File: config.mk
export PLATFORM = sky130hd
export DESIGN_NAME = uart_rx_fifo_feeder
export DESIGN_NICKNAME = d
export VERILOG_FILES = /design/src/rtl/uart_rx_fifo_feeder.sv
export SDC_FILE = /design/constraint.sdc
export NUM_CORES = 1
export LEC_CHECK = 0
export CAP_MARGIN = 40
export CORE_MARGIN = 3
export CORE_UTILIZATION = 40
export DETAILED_ROUTE_END_ITERATION = 12
export GPL_TIMING_DRIVEN = 0
export PLACE_DENSITY_LB_ADDON = 0.2
export SLEW_MARGIN = 20
export SYNTH_ARGS = -nofsm -noshare
export SYNTH_HDL_FRONTEND = slang
export SYNTH_SLANG_ARGS = --single-unit
export TNS_END_PERCENT = 10
File: constraint.sdc
create_clock -name w_clk -period 1.9 [get_ports w_clk]
set_input_delay 0.38 -clock w_clk [delete_from_list [all_inputs] [get_ports w_clk]]
set_output_delay 0.38 -clock w_clk [all_outputs]
set_load 0.005 [all_outputs]
File: src/rtl/uart_rx_fifo_feeder.sv
// uart_rx_fifo_feeder: oversampling 8N1 UART receiver that writes good frames into an async FIFO; optional even parity via UART_RX_PARITY_EN; ports w_clk, w_rst, rx, fifo_full in; w_en, w_data, frame_err, overflow, busy out
module uart_rx_fifo_feeder #(
  parameter int DATA_WIDTH   = 8,
  parameter int CLKS_PER_BIT = 16,
  parameter int CNT_WIDTH    = $clog2(CLKS_PER_BIT)
) (
  input  logic                  w_clk,
  input  logic                  w_rst,
  input  logic                  rx,
  input  logic                  fifo_full,
  output logic                  w_en,
  output logic [DATA_WIDTH-1:0] w_data,
  output logic                  frame_err,
  output logic                  overflow,
  output logic                  busy
);
  localparam int BW = $clog2(DATA_WIDTH) + 1;
`ifdef UART_RX_PARITY_EN
  typedef enum logic [2:0] {IDLE, START, DATA, PARITY, STOP} state_t;
`else
  typedef enum logic [1:0] {IDLE, START, DATA, STOP} state_t;
`endif
  state_t state_q, state_d;
  logic rx_m_q, rx_s_q;
  logic [CNT_WIDTH-1:0] cnt_q, cnt_d;
  logic [BW-1:0] bit_idx_q, bit_idx_d;
  logic [DATA_WIDTH-1:0] sr_q, sr_d, w_data_q, w_data_d;
  logic w_en_q, w_en_d, frame_err_q, frame_err_d, overflow_q, overflow_d, busy_q, busy_d;
  logic bit_end, bad_frame;
`ifdef UART_RX_PARITY_EN
  logic perr_q, perr_d;
  assign bad_frame = !rx_s_q || perr_q;
`else
  assign bad_frame = !rx_s_q;
`endif
  assign bit_end = cnt_q == CNT_WIDTH'(CLKS_PER_BIT - 1);
  always_comb begin
    state_d     = state_q;
    cnt_d       = (state_q == IDLE) ? '0 : cnt_q + CNT_WIDTH'(1);
    bit_idx_d   = bit_idx_q;
    sr_d        = sr_q;
    w_data_d    = w_data_q;
    w_en_d      = 1'b0;
    frame_err_d = 1'b0;
    overflow_d  = 1'b0;
`ifdef UART_RX_PARITY_EN
    perr_d      = perr_q;
`endif
    case (state_q)
      IDLE: if (!rx_s_q) state_d = START;
      START: if (cnt_q == CNT_WIDTH'(CLKS_PER_BIT/2 - 1)) begin
        cnt_d     = '0;
        bit_idx_d = '0;
        state_d   = rx_s_q ? IDLE : DATA;
`ifdef UART_RX_PARITY_EN
        perr_d    = 1'b0;
`endif
      end
      DATA: if (bit_end) begin
        cnt_d     = '0;
        sr_d      = {rx_s_q, sr_q[DATA_WIDTH-1:1]};
        bit_idx_d = bit_idx_q + BW'(1);
`ifdef UART_RX_PARITY_EN
        if (bit_idx_q == BW'(DATA_WIDTH - 1)) state_d = PARITY;
`else
        if (bit_idx_q == BW'(DATA_WIDTH - 1)) state_d = STOP;
`endif
      end
`ifdef UART_RX_PARITY_EN
      PARITY: if (bit_end) begin
        cnt_d   = '0;
        perr_d  = ^{sr_q, rx_s_q};
        state_d = STOP;
      end
`endif
      STOP: if (bit_end) begin
        cnt_d       = '0;
        state_d     = IDLE;
        frame_err_d = bad_frame;
        overflow_d  = !bad_frame && fifo_full;
        w_en_d      = !bad_frame && !fifo_full;
        w_data_d    = (!bad_frame && !fifo_full) ? sr_q : w_data_q;
      end
      default: state_d = IDLE;
    endcase
    busy_d = state_d != IDLE;
  end
  always_ff @(posedge w_clk or posedge w_rst)
    if (w_rst) begin
      rx_m_q      <= 1'b1;
      rx_s_q      <= 1'b1;
      state_q     <= IDLE;
      cnt_q       <= '0;
      bit_idx_q   <= '0;
      sr_q        <= '0;
      w_data_q    <= '0;
      w_en_q      <= 1'b0;
      frame_err_q <= 1'b0;
      overflow_q  <= 1'b0;
      busy_q      <= 1'b0;
`ifdef UART_RX_PARITY_EN
      perr_q      <= 1'b0;
`endif
    end else begin
      rx_m_q      <= rx;
      rx_s_q      <= rx_m_q;
      state_q     <= state_d;
      cnt_q       <= cnt_d;
      bit_idx_q   <= bit_idx_d;
      sr_q        <= sr_d;
      w_data_q    <= w_data_d;
      w_en_q      <= w_en_d;
      frame_err_q <= frame_err_d;
      overflow_q  <= overflow_d;
      busy_q      <= busy_d;
`ifdef UART_RX_PARITY_EN
      perr_q      <= perr_d;
`endif
    end
  assign w_en      = w_en_q;
  assign w_data    = w_data_q;
  assign frame_err = frame_err_q;
  assign overflow  = overflow_q;
  assign busy      = busy_q;
endmodule

==> metrics.txt <==
# TYPE chip_impl_metric gauge
chip_impl_info{name="status",value="completed"} 1
chip_impl_metric{name="synth_warnings",unit=""} 0
chip_impl_metric{name="synth-async-reset-ratio",unit="%"} 100
chip_impl_metric{name="top_level_ports",unit=""} 16
chip_impl_metric{name="grt_util_all_layers",unit="%"} 11.6
chip_impl_metric{name="placed_cells_incl_taps",unit=""} 156
chip_impl_metric{name="post-route-worst-setup-slack",unit="ns"} 0.283
chip_impl_metric{name="fp.coreArea",unit="um2"} 3080
chip_impl_metric{name="grt_pass1_vias",unit=""} 782
chip_impl_info{name="synth.area.top_cells",value="sky130_fd_sc_hd__dfrtp_1, sky130_fd_sc_hd__mux2_2, sky130_fd_sc_hd__dfstp_2, sky130_fd_sc_hd__nand3_1, sky130_fd_sc_hd__ha_1"} 1
chip_impl_metric{name="insertedDiodeCount",unit=""} 0
chip_impl_metric{name="cp_data_arrival_time",unit="ns"} 1.83
chip_impl_metric{name="ys_types",unit=""} 31
chip_impl_metric{name="fin_tns_setup",unit="ns"} 0
chip_impl_metric{name="totalWireLength",unit="um"} 1970
chip_impl_metric{name="period_needed",unit="ns"} 1.62
chip_impl_metric{name="synth_top_area_share",unit="%"} 57.7
chip_impl_metric{name="seq_power_share",unit="%"} 54.0
chip_impl_metric{name="period_share",unit="%"} 85.1
chip_impl_metric{name="clk_path_buf_depth",unit=""} 2
chip_impl_metric{name="grt_antenna_before_repair",unit=""} 0
chip_impl_metric{name="finalHoldViolCount",unit=""} 0
chip_impl_metric{name="cts_made_buffers",unit=""} 5
chip_impl_metric{name="irDropWorstVdd",unit="mV"} 0.584
chip_impl_info{name="hold_path.class",value="reg -> reg"} 1
chip_impl_metric{name="area_growth",unit="%"} 20.8
chip_impl_metric{name="vertical_die_dimension",unit="um"} 63.0
chip_impl_info{name="criticalPathCategory",value="reg -> reg"} 1
chip_impl_metric{name="slew_at_the_pin_closest_to_its_max_slew_limit",unit="ns"} 0.633
chip_impl_metric{name="die-area",unit="um2"} 3970
chip_impl_info{name="worst_setup_path_end_kind",value="register"} 1
chip_impl_metric{name="p_int",unit="uW"} 1130
chip_impl_metric{name="cts-hold-fix-buffers",unit=""} 0
chip_impl_metric{name="seq_area_frac_synth",unit="%"} 61.7
chip_impl_metric{name="cts.clk_slew.worst_paths",unit="ns"} 0.09
chip_impl_metric{name="numPortBuffers",unit=""} 15
chip_impl_metric{name="total_switching_power",unit="uW"} 457
chip_impl_metric{name="syn-instance-count",unit=""} 97
chip_impl_metric{name="detailroute.via_count",unit=""} 785
chip_impl_metric{name="synth_edf_count",unit=""} 0
chip_impl_metric{name="max-slew-margin-rel",unit="%"} 57.7
chip_impl_metric{name="gr-total-overflow",unit=""} 0
chip_impl_metric{name="critPathRequiredTime",unit="ns"} 2.12
chip_impl_metric{name="clock_power_share",unit="%"} 26.5
chip_impl_metric{name="tritoncts_num_sinks",unit=""} 32
chip_impl_metric{name="drv_cap",unit=""} 0
chip_impl_metric{name="postSynthRegisterBits",unit=""} 32
chip_impl_metric{name="share_of_post_route_cells_with_drive_strength_above_1",unit="%"} 26.9
chip_impl_metric{name="number_of_levels_in_the_clock_h_tree",unit=""} 2
chip_impl_metric{name="grt_max_degree",unit=""} 33
chip_impl_metric{name="p_sw_share",unit="%"} 28.8
chip_impl_metric{name="initial_core_util",unit="%"} 42.3
chip_impl_info{name="synth_area_leader_cell",value="sky130_fd_sc_hd__dfrtp_1"} 1
chip_impl_metric{name="setup_viol",unit=""} 0
chip_impl_metric{name="remaining_drc_errors",unit=""} 0
chip_impl_metric{name="critPathMaxFanout",unit=""} 10
chip_impl_metric{name="clock_skew",unit="ns"} 0.00576
chip_impl_info{name="critPathLaunchType",value="register"} 1
chip_impl_metric{name="synth_area",unit="um2"} 1300
chip_impl_metric{name="synthesized_area_per_cell",unit="um2"} 13.4
chip_impl_metric{name="ctsResizeCount",unit=""} 0
chip_impl_metric{name="drv_slew",unit=""} 0
chip_impl_metric{name="drt_initial_violations",unit=""} 27
chip_impl_info{name="clockRootBuffer",value="sky130_fd_sc_hd__clkbuf_4"} 1
chip_impl_metric{name="synthesis.nets",unit=""} 103
chip_impl_metric{name="detail-route-antenna-nets",unit=""} 0
chip_impl_metric{name="dr.pass1.iters",unit=""} 4
chip_impl_metric{name="pre_cts_ws",unit="ns"} 0.267
chip_impl_metric{name="grt_first_pass_wirelength",unit="um"} 3530
chip_impl_metric{name="routedWlPerCell",unit="um"} 12.1
chip_impl_metric{name="clock_insertion_delay_worst_skew",unit="ns"} 0.32
chip_impl_metric{name="power.combinational.fraction",unit="%"} 19.5
chip_impl_metric{name="leakage",unit="uW"} 0.000762
chip_impl_info{name="yosys_most_used_dff",value="sky130_fd_sc_hd__dfrtp_1"} 1
chip_impl_metric{name="setup_fix_bufs_post_cts",unit=""} 0
chip_impl_metric{name="detail_route.vias_per_cell",unit=""} 4.82
chip_impl_metric{name="dp_hpwl",unit="um"} 1420
chip_impl_metric{name="routabilityCongestion",unit=""} 0.710
chip_impl_metric{name="filler_cell_count",unit=""} 298
chip_impl_metric{name="finalNetCount",unit=""} 125
chip_impl_metric{name="final_cells",unit=""} 163
chip_impl_metric{name="die_width",unit="um"} 63.0
chip_impl_info{name="unrepaired_setup_endpoints_after_global_routing",value="false"} 1
chip_impl_metric{name="floorplan.rows",unit=""} 20
chip_impl_info{name="tritoncts",value="yes"} 1
chip_impl_metric{name="power_density",unit="nW/um2"} 1010
chip_impl_metric{name="fmaxAchievable",unit="MHz"} 618
## state kept, by name, indices dropped and copies added, names as in the netlist
name       cells
rx_m_q         1
w_en           1
cnt_q          4
w_data         8
busy           1
rx_s_q         1
sr_q           8
overflow       1
bit_idx_q      4
frame_err      1
state_q        2
## layer usage
layer / vias to the layer above / track usage, % / share of wire (%)
li1: 381 / - / -
met1: 381 / 14.9 / 47
met2: 16 / 16.7 / 45
met3: 7 / 4.86 / 5.1
met4: 0 / 5.79 / 2.4
met5: - / 0 / 0
## critical path, cell delays in order (launching register included)
cell	delay, ns
sky130_fd_sc_hd__dfrtp_1	0.38
sky130_fd_sc_hd__ha_1	0.26
sky130_fd_sc_hd__nand3_1	0.14
sky130_fd_sc_hd__nor2_1	0.17
sky130_fd_sc_hd__buf_4	0.22
sky130_fd_sc_hd__mux2_2	0.34
## placed cells by master, fill, tap and decap left out, types with 2 or more instances in the layout
cell type / count
sky130_fd_sc_hd__and2_1: 2
sky130_fd_sc_hd__xor2_1: 2
sky130_fd_sc_hd__clkbuf_8: 2
sky130_fd_sc_hd__dfrtp_1: 30
sky130_fd_sc_hd__nor3_1: 2
sky130_fd_sc_hd__dfstp_2: 2
sky130_fd_sc_hd__nand4b_1: 2
sky130_fd_sc_hd__clkbuf_4: 5
sky130_fd_sc_hd__nand3_1: 6
sky130_fd_sc_hd__nor2b_1: 2
sky130_fd_sc_hd__o21ai_0: 2
sky130_fd_sc_hd__nor2_1: 5
sky130_fd_sc_hd__nand2_1: 5
sky130_fd_sc_hd__mux2_2: 16
sky130_fd_sc_hd__clkdlybuf4s50_1: 15
sky130_fd_sc_hd__ha_1: 2
## synth_stat cells, types with 2 or more instances
library cell                n
sky130_fd_sc_hd__xor2_1     2
sky130_fd_sc_hd__dfstp_2    2
sky130_fd_sc_hd__nand4b_1   2
sky130_fd_sc_hd__nor2_1     5
sky130_fd_sc_hd__and2_1     2
sky130_fd_sc_hd__nor3_1     2
sky130_fd_sc_hd__nand3_1    6
sky130_fd_sc_hd__dfrtp_1   30
sky130_fd_sc_hd__ha_1       2
sky130_fd_sc_hd__mux2_2    16
sky130_fd_sc_hd__inv_1      2
sky130_fd_sc_hd__nor2b_1    2
sky130_fd_sc_hd__o21ai_0    2
sky130_fd_sc_hd__nand2_1    5
## per-stage QoR
| stage | instance area (um2) | hold WS, ns | utilization [%] | power (uW) |
|---|---|---|---|---|
| 2_1_floorplan | 1300 | 0.345 | - | 1090 |
| 3_3_place_gp | 1510 | 0.346 | 48.9 | 1170 |
| 3_5_place_dp | 1510 | 0.347 | 48.9 | 1190 |
| 4_1_cts | 1570 | 0.360 | 51.1 | 1610 |
| 5_1_grt | 1570 | 0.366 | 51.1 | 1700 |
| 6_report | 1570 | 0.359 | 51.1 | 1590 |
## logic make-up after synthesis
group | Yosys count | synth area share, %
xor+xnor | 3 | 2.02
compound gates | 6 | 2.98
simple gates | 33 | 15.2
flops | 32 | 61.7
fa+ha+maj | 2 | 1.92
mux | 17 | 14.6
buf+inv | 4 | 1.54
## power groups by stage
stage,clock [uW],sequential (uW),combinational (uW)
finish,420,858,310
global placement,0,866,306
detailed placement,0,872,316
global route,474,876,352
CTS,440,858,316
floorplan,0,851,242
## cell type report
cell class | count | area (um2) | share of cell area [%]
buffer | 2 | 12.5 | 0.796
clock buffer | 7 | 65.1 | 4.14
inverter | 2 | 7.51 | 0.478
multi-input combinational | 61 | 478 | 30.4
sequential | 32 | 803 | 51.1
tap | 44 | 55.1 | 3.50
timing repair buffer | 15 | 150 | 9.55
## worst paths after layout
| check | startpoint | to | slack, ns | cells past startpoint |
|---|---|---|---|---|
| min reg2reg | rx_m_q | rx_s_q | 0.36 | 0 |
| max in group asynchronous | w_rst | busy | 1.03 | 2 |
| max reg2reg | cnt_q[0] | sr_q[1] | 0.28 | 5 |
| max | cnt_q[0] | sr_q[1] | 0.28 | 5 |
| min | rx_m_q | rx_s_q | 0.36 | 0 |
| min in group asynchronous | w_rst | sr_q[1] | 0.45 | 2 |
Power figures use the tool's default switching activity.
